--- src/rtl/arf_access_sequencer_if.sv ---
// rtl/arf_access_sequencer_if.sv - request/response handshake between control unit and ARF access sequencer

interface arf_access_sequencer_if;
  logic        req_valid;
  logic [1:0]  req_op;
  logic [15:0] wr_data;
  logic        req_ready;
  logic        resp_valid;
  logic [15:0] resp_data;

  // Control unit side: issues requests, receives completions
  modport master (
    output req_valid,
    output req_op,
    output wr_data,
    input  req_ready,
    input  resp_valid,
    input  resp_data
  );

  // Sequencer side
  modport slave (
    input  req_valid,
    input  req_op,
    input  wr_data,
    output req_ready,
    output resp_valid,
    output resp_data
  );
endinterface

--- src/rtl/arf_access_sequencer.sv ---
// rtl/arf_access_sequencer.sv - sequences 16-bit word transfers through the address register file and byte memory

module arf_access_sequencer #(
  parameter bit RESTORE_AR = 1'b1
) (
  input  logic                  clk_i,
  input  logic                  rst_i,
  arf_access_sequencer_if.slave req_if,
  output logic [2:0]            arf_funsel_o,
  output logic [2:0]            arf_regsel_o,
  output logic [1:0]            arf_outdsel_o,
  input  logic [15:0]           arf_outd_i,
  input  logic [7:0]            mem_data_i,
  output logic [7:0]            mem_data_o,
  output logic                  mem_cs_o,
  output logic                  mem_wr_o
);

  localparam logic [1:0] OP_FETCH = 2'b00;
  localparam logic [1:0] OP_LOAD  = 2'b01;
  localparam logic [1:0] OP_PUSH  = 2'b10;
  localparam logic [1:0] OP_POP   = 2'b11;

  localparam logic [3:0] S_IDLE = 4'd0;
  localparam logic [3:0] S_F0   = 4'd1;
  localparam logic [3:0] S_F1   = 4'd2;
  localparam logic [3:0] S_A0   = 4'd3;
  localparam logic [3:0] S_A1   = 4'd4;
  localparam logic [3:0] S_P0   = 4'd5;
  localparam logic [3:0] S_P1   = 4'd6;
  localparam logic [3:0] S_P2   = 4'd7;
  localparam logic [3:0] S_R0   = 4'd8;
  localparam logic [3:0] S_R1   = 4'd9;
  localparam logic [3:0] S_DONE = 4'd10;

  // ARF function codes and active-low register enables
  localparam logic [2:0] FUN_DEC  = 3'b000;
  localparam logic [2:0] FUN_INC  = 3'b001;
  localparam logic [2:0] SEL_NONE = 3'b111;
  localparam logic [2:0] SEL_PC   = 3'b011;
  localparam logic [2:0] SEL_AR   = 3'b101;
  localparam logic [2:0] SEL_SP   = 3'b110;

  localparam logic [1:0] OUT_PC = 2'b00;
  localparam logic [1:0] OUT_AR = 2'b10;
  localparam logic [1:0] OUT_SP = 2'b11;

  logic [3:0]  state_q, state_d;
  logic [15:0] wr_data_q, wr_data_d;
  logic [15:0] resp_data_q, resp_data_d;
  logic        accept;

  // The address from the ARF feeds the memory directly; the sequencer never decodes it.
  logic unused_outd;
  assign unused_outd = ^arf_outd_i;

  assign accept = req_if.req_valid && (state_q == S_IDLE);

  assign req_if.req_ready  = (state_q == S_IDLE);
  assign req_if.resp_valid = (state_q == S_DONE) && !rst_i;
  assign req_if.resp_data  = resp_data_q;

  // Next-state selection: each op walks a fixed chain of states into DONE
  always_comb begin
    state_d = state_q;
    case (state_q)
      S_IDLE: begin
        if (req_if.req_valid) begin
          case (req_if.req_op)
            OP_FETCH: state_d = S_F0;
            OP_LOAD:  state_d = S_A0;
            OP_PUSH:  state_d = S_P0;
            OP_POP:   state_d = S_R0;
            default:  state_d = S_IDLE;
          endcase
        end
      end
      S_F0:    state_d = S_F1;
      S_F1:    state_d = S_DONE;
      S_A0:    state_d = S_A1;
      S_A1:    state_d = S_DONE;
      S_P0:    state_d = S_P1;
      S_P1:    state_d = S_P2;
      S_P2:    state_d = S_DONE;
      S_R0:    state_d = S_R1;
      S_R1:    state_d = S_DONE;
      S_DONE:  state_d = S_IDLE;
      default: state_d = S_IDLE;
    endcase
  end

  // Data path: capture push data at acceptance, assemble read bytes little-endian
  always_comb begin
    wr_data_d   = accept ? req_if.wr_data : wr_data_q;
    resp_data_d = resp_data_q;
    case (state_q)
      S_F0, S_A0, S_R0: resp_data_d = {resp_data_q[15:8], mem_data_i};
      S_F1, S_A1, S_R1: resp_data_d = {mem_data_i, resp_data_q[7:0]};
      default:          resp_data_d = resp_data_q;
    endcase
  end

  // ARF and memory controls decoded from state; reset forces the idle pattern so an
  // aborted operation makes no further register or memory update at the reset edge
  always_comb begin
    arf_funsel_o  = FUN_DEC;
    arf_regsel_o  = SEL_NONE;
    arf_outdsel_o = OUT_PC;
    mem_cs_o      = 1'b1;
    mem_wr_o      = 1'b0;
    mem_data_o    = 8'h00;
    if (!rst_i) begin
      case (state_q)
        S_F0, S_F1: begin
          arf_outdsel_o = OUT_PC;
          mem_cs_o      = 1'b0;
          arf_funsel_o  = FUN_INC;
          arf_regsel_o  = SEL_PC;
        end
        S_A0: begin
          arf_outdsel_o = OUT_AR;
          mem_cs_o      = 1'b0;
          arf_funsel_o  = FUN_INC;
          arf_regsel_o  = SEL_AR;
        end
        S_A1: begin
          arf_outdsel_o = OUT_AR;
          mem_cs_o      = 1'b0;
          // Step AR back so the op leaves it pointing at the word's low byte
          if (RESTORE_AR) begin
            arf_funsel_o = FUN_DEC;
            arf_regsel_o = SEL_AR;
          end
        end
        S_P0: begin
          arf_funsel_o = FUN_DEC;
          arf_regsel_o = SEL_SP;
        end
        S_P1: begin
          arf_outdsel_o = OUT_SP;
          mem_cs_o      = 1'b0;
          mem_wr_o      = 1'b1;
          mem_data_o    = wr_data_q[15:8];
          arf_funsel_o  = FUN_DEC;
          arf_regsel_o  = SEL_SP;
        end
        S_P2: begin
          arf_outdsel_o = OUT_SP;
          mem_cs_o      = 1'b0;
          mem_wr_o      = 1'b1;
          mem_data_o    = wr_data_q[7:0];
        end
        S_R0, S_R1: begin
          arf_outdsel_o = OUT_SP;
          mem_cs_o      = 1'b0;
          arf_funsel_o  = FUN_INC;
          arf_regsel_o  = SEL_SP;
        end
        default: begin
          arf_regsel_o = SEL_NONE;
        end
      endcase
    end
  end

  // State and data registers with synchronous reset
  always_ff @(posedge clk_i) begin
    if (rst_i) begin
      state_q     <= S_IDLE;
      wr_data_q   <= 16'h0000;
      resp_data_q <= 16'h0000;
    end else begin
      state_q     <= state_d;
      wr_data_q   <= wr_data_d;
      resp_data_q <= resp_data_d;
    end
  end

endmodule

--- src/flat_wrapper.sv ---
// flat-port wrapper written by rule: the top's interface ports become plain ports
module arf_access_sequencer_flat 
#(
  parameter bit RESTORE_AR = 1'b1
)
  (clk_i, rst_i, arf_funsel_o, arf_regsel_o, arf_outdsel_o, arf_outd_i, mem_data_i, mem_data_o, mem_cs_o, mem_wr_o, req_if_req_valid, req_if_req_op, req_if_wr_data, req_if_req_ready, req_if_resp_valid, req_if_resp_data);
  arf_access_sequencer_if req_if_i ();
  input  logic clk_i;
  input  logic rst_i;
  output logic [2:0] arf_funsel_o;
  output logic [2:0] arf_regsel_o;
  output logic [1:0] arf_outdsel_o;
  input  logic [15:0] arf_outd_i;
  input  logic [7:0] mem_data_i;
  output logic [7:0] mem_data_o;
  output logic mem_cs_o;
  output logic mem_wr_o;
  input wire logic [$bits(req_if_i.req_valid)-1:0] req_if_req_valid;
  input wire logic [$bits(req_if_i.req_op)-1:0] req_if_req_op;
  input wire logic [$bits(req_if_i.wr_data)-1:0] req_if_wr_data;
  output wire logic [$bits(req_if_i.req_ready)-1:0] req_if_req_ready;
  output wire logic [$bits(req_if_i.resp_valid)-1:0] req_if_resp_valid;
  output wire logic [$bits(req_if_i.resp_data)-1:0] req_if_resp_data;
  assign req_if_i.req_valid = req_if_req_valid;
  assign req_if_i.req_op = req_if_req_op;
  assign req_if_i.wr_data = req_if_wr_data;
  assign req_if_req_ready = req_if_i.req_ready;
  assign req_if_resp_valid = req_if_i.resp_valid;
  assign req_if_resp_data = req_if_i.resp_data;
  arf_access_sequencer #(.RESTORE_AR(RESTORE_AR)) u_core (.clk_i(clk_i), .rst_i(rst_i), .req_if(req_if_i), .arf_funsel_o(arf_funsel_o), .arf_regsel_o(arf_regsel_o), .arf_outdsel_o(arf_outdsel_o), .arf_outd_i(arf_outd_i), .mem_data_i(mem_data_i), .mem_data_o(mem_data_o), .mem_cs_o(mem_cs_o), .mem_wr_o(mem_wr_o));
endmodule
--- config.mk ---
export PLATFORM = sky130hd
export DESIGN_NAME = arf_access_sequencer_flat
export DESIGN_NICKNAME = d
export VERILOG_FILES = /design/src/rtl/arf_access_sequencer_if.sv /design/src/rtl/arf_access_sequencer.sv /design/src/flat_wrapper.sv
export SDC_FILE = /design/constraint.sdc
export NUM_CORES = 1
export LEC_CHECK = 0
export ABC_AREA = 1
export BUFFER_PORTS_ARGS = -buffer_cell sky130_fd_sc_hd__buf_4
export CAP_MARGIN = 30
export CORE_AREA = 2 2 70 72
export DETAILED_ROUTE_END_ITERATION = 16
export DIE_AREA = 0 0 72 74
export PLACE_DENSITY = 0.65
export SKIP_LAST_GASP = 1
export SLEW_MARGIN = 20
export SYNTH_ARGS = -nofsm -noshare
export SYNTH_HDL_FRONTEND = slang
export SYNTH_SLANG_ARGS = --single-unit
--- constraint.sdc ---
create_clock -name clk_i -period 1.6 [get_ports clk_i]
set_input_delay 0.32 -clock clk_i [delete_from_list [all_inputs] [get_ports clk_i]]
set_output_delay 0.32 -clock clk_i [all_outputs]
set_load 0.03 [all_outputs]
==> metrics.md <==
| Metric | Value |
|---|---|
| Leak | `~1.3 nW` |
| Fin area | `2733 um2` |
| Number of synthesized flops with an enable pin | `0` |
| Hold Path End | `u_core.req_if.resp_data[7]` |
| Critical Path AT | `1.57 ns` |
| R2R depth | `8` |
| DRC viols | `0` |
| Nets@finish | `between 300 and 400` |
| H-tree levels | `2` |
| Syn-to-layout area delta | `56.33%` |
| PwrDens | `2014 nW/um2` |
| HP Class | `primary input to flop` |
| # hold bufs at CTS | `0` |
| FF+latch count, synth | `36` |
| Layout cells sized above 1 | `0.4261` |
| Reg clk slew, reported paths | `0.07 ns` |
| Req. time, crit path | `1.28 ns` |
| Fillers | `~440` |
| Post-route setup slack | `-0.2860 ns` |
| Avg WL per Cell | `12.15 um` |
| First-pass GRT wire length | `7.383 mm` |
| Die X | `72 um` |
| Worst IR Drop VDD | `0.001094 V` |
| Critical path fanouts, max | `4` |
| Synth Cell Area | `1748 um2` |
| 1st-pass router iterations | `4` |
| Dpl cells | `390` |
| DRT Wirelength | `4.932 mm` |
| Post-synthesis async set-or-reset flop share | `0` |
| Most common cell in the netlist | `nand2_1` |
| Final ANT Viol Nets | `0` |
| Fin crit share | `1.179` |
| Violated checks | `negative setup slack` |
| Final hold violations | `0` |
| Dominant cell type by area after synthesis | `dfxtp_1` |
| Initial Util | `0.3801` |
| DP Area | `2405 um2` |
| Vias in the first global route | `approximately 1700` |
| Via/cell ratio | `4.783` |
| WS Path Type | `flop to primary output` |
| Worst Setup End Kind | `primary output` |
| Share of the synthesized area in the top cell type | `0.4123` |
| Tot GR Track Use | `0.1746` |
| PortBufs | `62` |
| Overflow after GRT | `0` |
| Netlist cell types | `24` |
| Outcome | `complete, but fails checks` |
| Synth cell count leaders | `nand2_1 (72), nor2_1 (47), dfxtp_1 (36)` |
| RSZ-0062 raised after global routing | `yes` |
| Vias | `1942` |
| Worst Hold Launch | `mem_data_i[7]` |
| TritonCTS buffer count | `5` |
| Die height | `74 um` |
| CTS Sinks | `36` |
| Maxcap violations | `0` |
| N_diodes | `0` |
| Cell depth of the worst hold path | `3` |
| Clock Latency Late Sink | `0.28 ns` |
| CTS tree | `yes` |
| R2R Path End | `u_core.wr_data_q[6]` |
| Worst hold slack | `0.2811 ns` |
| Row cnt | `25` |
| CTS max path bufs | `2` |
| DR iter-0 viols | `48` |
| Internal reg-to-reg setup slack | `approximately 0.070 ns` |
| Final Max Slew Viols | `0` |
| Syn avg cell area | `6.596 um2` |
| Synth top area cells | `dfxtp_1 (41%), nand2_1 (15%), nor2_1 (10%)` |
| Placer Congestion | `0.8564` |
| Yosys warns | `0` |
| Startpoint Class | `flop` |
| Post-DP HPWL | `3.504 mm` |
| Post-Synthesis Cells | `265` |
| Layout Cells excl Fill | `406` |
| R2R Path Start | `u_core.state_q[3]` |
| Sequential share of the synthesized area | `0.4123` |
| I/O pin total | `81` |
| Final Core Density | `0.5943` |
| Skew final | `0.003728 ns` |
| Root Buffer | `clkbuf_8` |
| Total power | `~5.5 mW` |
| Fin crit period | `1.886 ns` |
| Largest net degree at the start of global routing | `19` |
| Achievable Freq | `about 530 MHz` |
| Die area | `5328 um2` |
| Setup Viol. Count Final | `16` |
| Initial antenna violation count | `0` |
| Core ar. | `4598 um2` |
| Ys flop type | `dfxtp_1` |
[through the flow]
step	TNS [ns]	worst slack, ns
after global placement	0	0.01280
after detailed placement	0	0.006096
after CTS	-2.795	-0.2247
after floorplan	-0.06571	-0.06571
final	-3.536	-0.2860
after global routing	-4.779	-0.3613
[worst max-delay path by stage]
stage	startpoint	to	depth (start not counted)
after floorplan	u_core.state_q[3]	mem_cs_o	6
after global placement	u_core.state_q[0]	arf_regsel_o[1]	6
after detailed placement	u_core.state_q[2]	mem_data_o[7]	8
after CTS	u_core.state_q[2]	mem_data_o[7]	8
after global routing	u_core.state_q[2]	mem_data_o[5]	8
final	u_core.state_q[2]	arf_regsel_o[1]	7
[kinds of logic (layout without fill, tap and decap cells)]
group | Yosys count | after routing | share of synthesized area
other cells | 1 | 2 | 0.002145
flops | 36 | 36 | 0.4123
compound gates | 39 | 39 | 0.1117
buf+inv | 33 | 119 | 0.09090
simple gates | 156 | 156 | 0.3830
[timing repair]
| item | 4_1_cts | 5_1_grt |
|---|---|---|
| endpoints found under the hold margin | 0 | 0 |
| setup buffers | 6 | 3 |
| endpoints found under the setup margin | 16 | 20 |
| resized for setup | 43 | 17 |
| pin swaps | 10 | 8 |
[registers in the layout, summed over array words and instances (netlist names)]
register	flops
u_core.wr_data_q	16
u_core.req_if.resp_data	16
u_core.state_q	4
[area by class of cell]
class | count | area, um2 | share of cell area
sequential | 36 | 735.7 | 0.2692
clock inverter | 1 | 5.005 | 0.001832
clock buffer | 6 | 72.57 | 0.02656
tap | 54 | 67.56 | 0.02473
multi-input combinational | 197 | 993.5 | 0.3636
timing repair buffer | 91 | 774.5 | 0.2834
inverter | 21 | 83.83 | 0.03068
[layer usage]
layer  up-vias  routed length [um]  global-route usage
li1       1005                   -                   -
met5         -                   0                   0
met3         8                 238             0.04607
met1       874                2265              0.2307
met2        55                2321              0.2778
met4         0                 106             0.06289
[report_power, final]
part           total, mW  leakage [nW]  switching, mW  internal (mW)
sequential          1.48         0.298          0.254           1.23
clock              0.593        0.0410          0.297          0.296
combinational       3.43         0.954           2.03           1.40
total               5.50          1.29           2.58           2.92
[cells in the final DEF (no fill, tap or decap)]
master,Yosys,routed
and2_4,0,1
dfxtp_4,0,4
clkinv_1,1,1
dfxtp_1,36,32
nor2_1,47,42
clkbuf_8,0,5
nand3_2,1,2
nor2_2,4,6
conb_1,1,2
buf_6,3,21
nand2_4,1,4
clkbuf_1,4,1
a21oi_1,28,18
buf_4,3,69
inv_1,16,12
nand2_1,72,62
nand2_2,4,11
nor3_2,0,1
nor2_4,2,5
or2_1,1,1
clkinv_2,0,1
inv_4,0,2
nand3_1,21,20
buf_12,0,1
nand4_1,1,1
o21ai_0,11,10
o21ai_2,0,1
inv_2,4,6
a21oi_2,0,10
[critical path, stage by stage (launching register included)]
cell and delay (ns):
dfxtp_4 0.37, inv_4 0.05, nor2_4 0.15, buf_4 0.13, nand2_2 0.04, and2_4 0.16
or2_1 0.23, buf_6 0.14
No activity file was read; power rests on OpenSTA's default activity.
